## config.mk

```make
export PLATFORM = sky130hd
export DESIGN_NAME = fetch_prefetch_queue
export DESIGN_NICKNAME = d
export VERILOG_FILES = /design/src/rtl/fetch_prefetch_queue.sv
export SDC_FILE = /design/constraint.sdc
export NUM_CORES = 1
export LEC_CHECK = 0
export CORE_UTILIZATION = 60
export DETAILED_ROUTE_END_ITERATION = 8
export DONT_BUFFER_PORTS = 1
export PLACE_DENSITY = 0.76
export RECOVER_POWER = 25
export SYNTH_ARGS = -nofsm -noshare
export SYNTH_HDL_FRONTEND = slang
export SYNTH_SLANG_ARGS = --single-unit
```

## constraint.sdc

```tcl
create_clock -name Clk -period 4.55 [get_ports Clk]
set_input_delay 0.91 -clock Clk [delete_from_list [all_inputs] [get_ports Clk]]
set_output_delay 0.91 -clock Clk [all_outputs]
set_load 0.03 [all_outputs]
```

## src/rtl/fetch_prefetch_queue.sv

```systemverilog
// Instruction-fetch front end with prefetch FIFO.
// Owns the fetch PC and keeps at most one request outstanding to a
// variable-latency instruction memory. Returned words are tagged with their
// PC and buffered in a small FIFO whose head feeds decode through a
// valid/ready handshake. A redirect flushes the FIFO and discards any
// in-flight response.
// Optional build macro: FETCH_STATS_EN adds saturating FetchCount,
// StallCycles and FlushCount outputs.
module fetch_prefetch_queue #(
  parameter logic [31:0] RESET_PC = 32'h0000_0000,
  parameter int unsigned DEPTH    = 4,
  parameter int unsigned PTR_W    = 2
) (
  input  logic        Clk,
  input  logic        Reset,
  output logic        ImemReq,
  output logic [31:0] ImemAddr,
  input  logic        ImemValid,
  input  logic [31:0] ImemData,
  input  logic        Redirect,
  input  logic [31:0] RedirectPC,
  input  logic        InstrReady,
  output logic        InstrValid,
  output logic [31:0] Instruction,
  output logic [31:0] PCNow,
  output logic [31:0] PCNext4
`ifdef FETCH_STATS_EN
  ,
  output logic [31:0] FetchCount,
  output logic [31:0] StallCycles,
  output logic [31:0] FlushCount
`endif
);

  localparam logic [PTR_W:0] FULL_COUNT = (PTR_W + 1)'(DEPTH);

  typedef enum logic [1:0] {
    IDLE,
    WAIT,
    DRAIN
  } stateT;

  stateT             state, stateNext;
  logic [31:0]       fetchPc;
  logic [31:0]       reqPc;
  logic [PTR_W:0]    count;
  logic [PTR_W-1:0]  rdPtr, wrPtr;
  logic [31:0]       instrMem [DEPTH];
  logic [31:0]       pcMem    [DEPTH];
  logic              issue;
  logic              push;
  logic              pop;

  // State register; reset forgets any outstanding request.
  always_ff @(posedge Clk) begin
    if (Reset) state <= IDLE;
    else       state <= stateNext;
  end

  // Next-state, request issue and push decision; redirect overrides all.
  always_comb begin
    stateNext = state;
    issue     = 1'b0;
    push      = 1'b0;
    case (state)
      IDLE: begin
        if (!Redirect && (count < FULL_COUNT)) begin
          issue     = 1'b1;
          stateNext = WAIT;
        end
      end
      WAIT: begin
        if (Redirect)       stateNext = ImemValid ? IDLE : DRAIN;
        else if (ImemValid) begin
          push      = 1'b1;
          stateNext = IDLE;
        end
      end
      DRAIN: begin
        if (ImemValid) stateNext = IDLE;
      end
      default: stateNext = IDLE;
    endcase
  end

  assign pop      = (count != '0) && InstrReady && !Redirect;
  assign ImemReq  = issue && !Reset;
  assign ImemAddr = fetchPc;

  // Fetch PC, FIFO storage, pointers and occupancy.
  always_ff @(posedge Clk) begin
    if (Reset) begin
      fetchPc <= RESET_PC & 32'hFFFF_FFFC;
      reqPc   <= RESET_PC & 32'hFFFF_FFFC;
      count   <= '0;
      rdPtr   <= '0;
      wrPtr   <= '0;
    end else if (Redirect) begin
      fetchPc <= RedirectPC & 32'hFFFF_FFFC;
      count   <= '0;
      rdPtr   <= '0;
      wrPtr   <= '0;
    end else begin
      if (issue) begin
        fetchPc <= fetchPc + 32'd4;
        reqPc   <= fetchPc;
      end
      if (push) begin
        instrMem[wrPtr] <= ImemData;
        pcMem[wrPtr]    <= reqPc;
        wrPtr           <= wrPtr + 1'b1;
      end
      if (pop) rdPtr <= rdPtr + 1'b1;
      if (push && !pop)      count <= count + 1'b1;
      else if (!push && pop) count <= count - 1'b1;
    end
  end

  assign InstrValid  = (count != '0);
  assign Instruction = InstrValid ? instrMem[rdPtr] : '0;
  assign PCNow       = InstrValid ? pcMem[rdPtr] : '0;
  assign PCNext4     = InstrValid ? (pcMem[rdPtr] + 32'd4) : '0;

`ifdef FETCH_STATS_EN
  // Saturating event counters.
  always_ff @(posedge Clk) begin
    if (Reset) begin
      FetchCount  <= '0;
      StallCycles <= '0;
      FlushCount  <= '0;
    end else begin
      if (push && (FetchCount != '1))                          FetchCount  <= FetchCount + 32'd1;
      if (InstrValid && !InstrReady && (StallCycles != '1))    StallCycles <= StallCycles + 32'd1;
      if (Redirect && (FlushCount != '1))                      FlushCount  <= FlushCount + 32'd1;
    end
  end
`endif

endmodule

```

==> results of run 1 <==
==> cell usage after synthesis, drive strengths merged (10+ instances only) <==
| cell type | count |
|---|---|
| nand2 | 90 |
| or3 | 10 |
| and3 | 11 |
| nand4 | 15 |
| clkbuf | 35 |
| and2 | 66 |
| nand3 | 21 |
| buf | 21 |
| mux4 | 62 |
| xnor2 | 25 |
| a211oi | 20 |
| xor2 | 20 |
| edfxtp | 248 |
| mux2 | 10 |
| dfxtp | 71 |
| nor3 | 15 |
| inv | 10 |
| nor2 | 64 |
| a21oi | 47 |
==> per-stage QoR <==
stage	area [um^2]	std cells	power [W]
after floorplan	13300	913	0.00352
after global placement	13600	1164	0.00355
after detailed placement	13600	1164	0.00356
after CTS	14600	1218	0.00606
after global routing	14600	1218	0.00619
final	14600	1218	0.00601
==> how the worst max path moves through the flow <==
stage / start / end / slack (ns) / cells after the start
6_report: flip-flop / PCNext4[23] / 0.24 / 7
2_1_floorplan: flip-flop / PCNext4[18] / 0.85 / 9
3_5_place_dp: flip-flop / PCNext4[28] / 0.60 / 6
3_3_place_gp: flip-flop / PCNext4[28] / 0.65 / 6
4_1_cts: flip-flop / PCNext4[28] / 0.002 / 6
5_1_grt: flip-flop / PCNext4[31] / 0.09 / 6
==> repair_timing <==
action | in CTS | in global routing
gates resized for setup | 0 | 2
hold endpoints to repair | 0 | 0
setup endpoints to repair | 0 | 7
==> worst register-to-register path, delay by kind of cell (launching register included) <==
kind | cells | cell delay (ns)
AO/OA/AOI/OAI | 1 | 0.13
AND/OR/NAND/NOR | 3 | 1.00
buffers and inverters | 3 | 0.56
adder cells (fa/ha/maj) | 2 | 0.54
flip-flops | 1 | 0.36
XOR/XNOR | 1 | 0.16
==> state kept, by name, summed over array words and instances, names as in the netlist, named ones only <==
signal,cells
instrMem,128
pcMem,120
ImemAddr,30
reqPc,30
count,3
rdPtr,2
state,2
wrPtr,2
==> final cells by class <==
type,count,area (um^2)
flip-flops and latches,319,8870
fillers,1534,7120
multi-input cells,528,4150
clock buffers,37,817
well taps,280,350
repair buffers,27,219
clock inverters,17,194
inverters,10,37.5
==> power breakdown <==
part           internal [W]  switching, W
registers           0.00317     0.0000882
logic             0.0000698      0.000167
clock network       0.00149       0.00102
==> routing by layer <==
metal,vias to the layer above,wire (um),track usage
met4,0,406,0.0595
met2,253,12200,0.366
met3,37,2120,0.0488
met5,-,0,0
li1,3408,-,-
met1,3565,10300,0.289
==> logic make-up (layout without fill, tap and decap cells) <==
group                      count (synthesis)  count (layout)  synth area share
AOI/OAI and AO/OA                         76              76            0.0326
xor gates and xnor gates                  45              45            0.0296
adders and majority gates                  8               8           0.00809
buffers and inverters                     66              91            0.0238
DFF                                      319             319             0.667
muxes                                     76              76             0.118
other                                      1               6          0.000282
and+or+nand+nor                          317             317             0.120
==> impl_metrics.json, run 1 <==
{
  "drt-total-wl_um": 25100,
  "critical_path.slowest_cell": "or4_1",
  "crit_chain": "buf_4, mux4_1, nand4_2, or4_1, or3_1, a21oi_1, buf_4",
  "final_common_cell": "edfxtp_1",
  "tritoncts": "yes",
  "drtIter0Drc": 427,
  "port_buffers": 0,
  "finClkSkew_ns": 0.00889,
  "min_to": "ImemAddr[28]",
  "dr_total_vias": 7263,
  "vias_per_cell": 5.96,
  "clk_path_buf_depth": 3,
  "ys.flop_type": "edfxtp_1",
  "worst_pin_slew_ns": 1.06,
  "path_delay_family": "simple AND/OR/NAND/NOR gates",
  "place.gp.congestion": 0.775,
  "grt_start_max_net_pins": 64,
  "reg2reg_to": "count[2]",
  "cts_setup_buffers": 0,
  "vdd_drop_max_uv": 293,
  "slew_headroom": 0.293,
  "ys_ff_latch": 319,
  "dieHeight_um": 151,
  "n_antenna_cell": 0,
  "dpl.hpwl_um": 16100,
  "drc_errors": 0,
  "hold_viol": 0,
  "finalSetupViolations": 0,
  "final_util": 0.673,
  "first_pass_iters": 4,
  "die_w_um": 151,
  "dpl_worst_slack_ns": 0.597,
  "wl_per_cell_um": 20.6,
  "period_minus_slack_ns": 4.31,
  "finalSetupTns_ns": 0,
  "synth.area.top_cells": "edfxtp_1 (56%), dfxtp_1 (11%), mux4_2 (9.5%)",
  "min_from": "Reset",
  "drv_cap": 0,
  "leakage_nw": 4.81,
  "holdPathStages": 1,
  "ys.warnings.count": 0,
  "grt_pass1_vias": 6983,
  "rows": 54,
  "start_util": 0.611,
  "synth_cells": 908,
  "synth_edf_count": 248,
  "max_stage_delay_ns": 0.73,
  "final_max_slew_viol_count": 0,
  "core_area_mm2": 0.0218,
  "ctsHtreeMaxLevel": 1,
  "rsz0062_at_grt": "no",
  "regToRegStartpoint": "count[2]",
  "ios": 199,
  "period_share": 0.948,
  "synth_cell_types": 43,
  "ys_seq_area_frac": 0.667,
  "mostFrequentLayoutCells": "edfxtp_1 (248), nand2_1 (90), dfxtp_1 (69)",
  "crit_required_ns": 3.64,
  "end_kind": "output pin",
  "root_buffer": "clkbuf_16",
  "clk_pin_slew_ns": 0.07,
  "clock_latency_ns": 0.55,
  "synth_top_area_share": 0.560,
  "synth-async-reset-ratio": 0,
  "cts_buffers": 29,
  "r2r_cells": 10,
  "synth_area_mm2": 0.0133,
  "drive_gt1_frac": 0.163,
  "numClockSinks": 319,
  "r2r_slack_ns": 1.73,
  "cp.arrival_ns": 3.40,
  "area_growth_pct": 10.1,
  "hold_buffers": 0,
  "grt_antenna_before_repair": 0,
  "critPathBufInv": 2,
  "layout.nets": 992,
  "worst_slack_ns": 0.235,
  "status": "finished clean",
  "avgSynthCellArea_um2": 14.6,
  "timing_worst_setup_path_type": "flip-flop to output pin",
  "hold_ws_ns": 0.429,
  "path_max_fanout": 13,
  "grt_pass1_wl_um": 37700,
  "worst_path_most_repeated_cell": "buf_4",
  "powerDensity_mw_per_mm2": 411,
  "grt_usage": 0.218,
  "synth_largest_area_cell": "edfxtp_1",
  "fmax_mhz": 232,
  "dieArea_mm2": 0.0228,
  "overflow": 0,
  "antenna_left": 0,
  "startpoint_type": "flip-flop",
  "hold_path_class": "primary input to flip-flop"
}
(Power assumes the default switching activity.)
==> run 2, diff against run 1 <==
--- a/config.mk
+++ b/config.mk
@@ -5,10 +5,9 @@
 export SDC_FILE = /design/constraint.sdc
 export NUM_CORES = 1
 export LEC_CHECK = 0
-export CORE_UTILIZATION = 60
+export CORE_UTILIZATION = 50
 export DETAILED_ROUTE_END_ITERATION = 8
 export DONT_BUFFER_PORTS = 1
-export PLACE_DENSITY = 0.76
 export RECOVER_POWER = 25
 export SYNTH_ARGS = -nofsm -noshare
 export SYNTH_HDL_FRONTEND = slang
==> impl_metrics.json, run 2 (same netlist as run 1, synthesis figures left out) <==
{
  "status": "finished clean",
  "hold_path_class": "primary input to flip-flop",
  "r2r_cells": 6,
  "grt_usage": 0.194,
  "cts_resized": 0,
  "grt_use_met1": 0.243,
  "drv_cap": 0,
  "die_w_um": 165,
  "critical_path.slowest_cell": "or4_1",
  "clk_pin_slew_ns": 0.06,
  "first_pass_iters": 5,
  "largest_reg_flops": 128,
  "tritoncts": "yes",
  "period_minus_slack_ns": 4.37,
  "finClkSkew_ns": 0.0164,
  "max_stage_delay_ns": 0.74,
  "mostFrequentLayoutCells": "edfxtp_1 (248), nand2_1 (90), dfxtp_1 (69)",
  "worst_path_most_repeated_cell": "buf_4",
  "start_util": 0.510,
  "hold_viol": 0,
  "clk_path_buf_depth": 3,
  "grt_start_max_net_pins": 63,
  "overflow": 0,
  "use_met2": 0.332,
  "final_max_slew_viol_count": 0,
  "fmax_mhz": 229,
  "grt_pass1_wl_um": 40200,
  "dieArea_mm2": 0.0272,
  "period_share": 0.961,
  "core_area_mm2": 0.0261,
  "grt_pass1_vias": 7351,
  "drtIter0Drc": 599,
  "nFillCells": 2089,
  "ctsHtreeMaxLevel": 1,
  "path_max_fanout": 16,
  "hold_buffers": 0,
  "gr-max-usage-layer": "met2",
  "r2r_slack_ns": 1.80,
  "multi_input_comb_area_mm2": 0.00415,
  "startpoint_type": "flip-flop",
  "drc_errors": 0,
  "use_met3": 0.0512,
  "dr_total_vias": 7270,
  "slew_headroom": 0.312,
  "dpl.hpwl_um": 16900,
  "dieHeight_um": 165,
  "powerDensity_mw_per_mm2": 402,
  "leakage_nw": 4.75,
  "wl_per_cell_um": 20.6,
  "antenna_left": 0,
  "final_util": 0.560,
  "drt-total-wl_um": 26200,
  "reg_top3": "instrMem (128), pcMem (120)",
  "vdd_drop_max_uv": 325,
  "crit_chain": "buf_4, mux4_2, nand4_2, or4_1, or3_1, a21oi_1, buf_4",
  "rows": 59,
  "register_area_mm2": 0.00887,
  "cts_setup_buffers": 1,
  "final_common_cell": "edfxtp_1",
  "cts_buffers": 31,
  "layout.nets": 990,
  "rsz0062_at_grt": "no",
  "largest-register": "instrMem",
  "worst_pin_slew_ns": 1.03,
  "holdPathStages": 1,
  "cp.arrival_ns": 3.46,
  "clock_latency_ns": 0.54,
  "crit_required_ns": 3.64,
  "numClockSinks": 319,
  "end_kind": "output pin",
  "root_buffer": "clkbuf_16",
  "vias_per_cell": 5.72,
  "area_growth_pct": 9.81,
  "grt_antenna_before_repair": 1,
  "finalSetupTns_ns": 0,
  "place.gp.congestion": 0.780,
  "ios": 199,
  "finalSetupViolations": 0,
  "timing_worst_setup_path_type": "flip-flop to output pin",
  "drive_gt1_frac": 0.150,
  "port_buffers": 0
}
-- run 2: layout make-up --
type / count / area share
clock buffer: 40 / 0.0568
antenna: 1 / 0.000171
tap: 335 / 0.0287
sequential: 319 / 0.608
inverter: 10 / 0.00257
clock inverter: 14 / 0.00754
timing repair buffer: 23 / 0.0123
multi-input combinational: 528 / 0.284
-- run 2: path summary, 6_finish.rpt --
path,end,from
worst max-delay path,PCNext4[22],flip-flop
worst min-delay path,ImemAddr[13],Reset
worst max register to register,ImemAddr[30],ImemAddr[2]
worst min register to register,reqPc[18],reqPc[18]
-- run 2: critical path: cells and delay by family, from the launching register on --
family	cells	cell delay [ns]
mux	1	0.29
flops	1	0.53
simple gates	3	1.39
buf+inv	2	0.51
compound gates	1	0.20
-- run 2: power breakdown --
group | switching (W) | internal (W)
Combinational | 0.000170 | 0.0000705
Sequential | 0.0000881 | 0.00317
Clock | 0.000983 | 0.00138
-- run 2: routing by layer --
metal | vias to the layer above | share of wire
li1 | 3401 | -
met1 | 3581 | 0.40
met2 | 248 | 0.50
met3 | 40 | 0.082
met4 | 0 | 0.021
met5 | - | 0
-- run 2: metrics by stage --
step                instance area (um^2)  worst slack [ns]  instances  power [W]  hold slack (ns)
floorplan                          13300             0.855        913    0.00352            0.460
global placement                   13600             0.604       1214    0.00355            0.473
detailed placement                 13600             0.552       1214    0.00356            0.488
CTS                                14600             0.137       1269    0.00592            0.419
global route                       14600            0.0301       1270    0.00607            0.414
finish                             14600             0.179       1270    0.00586            0.442
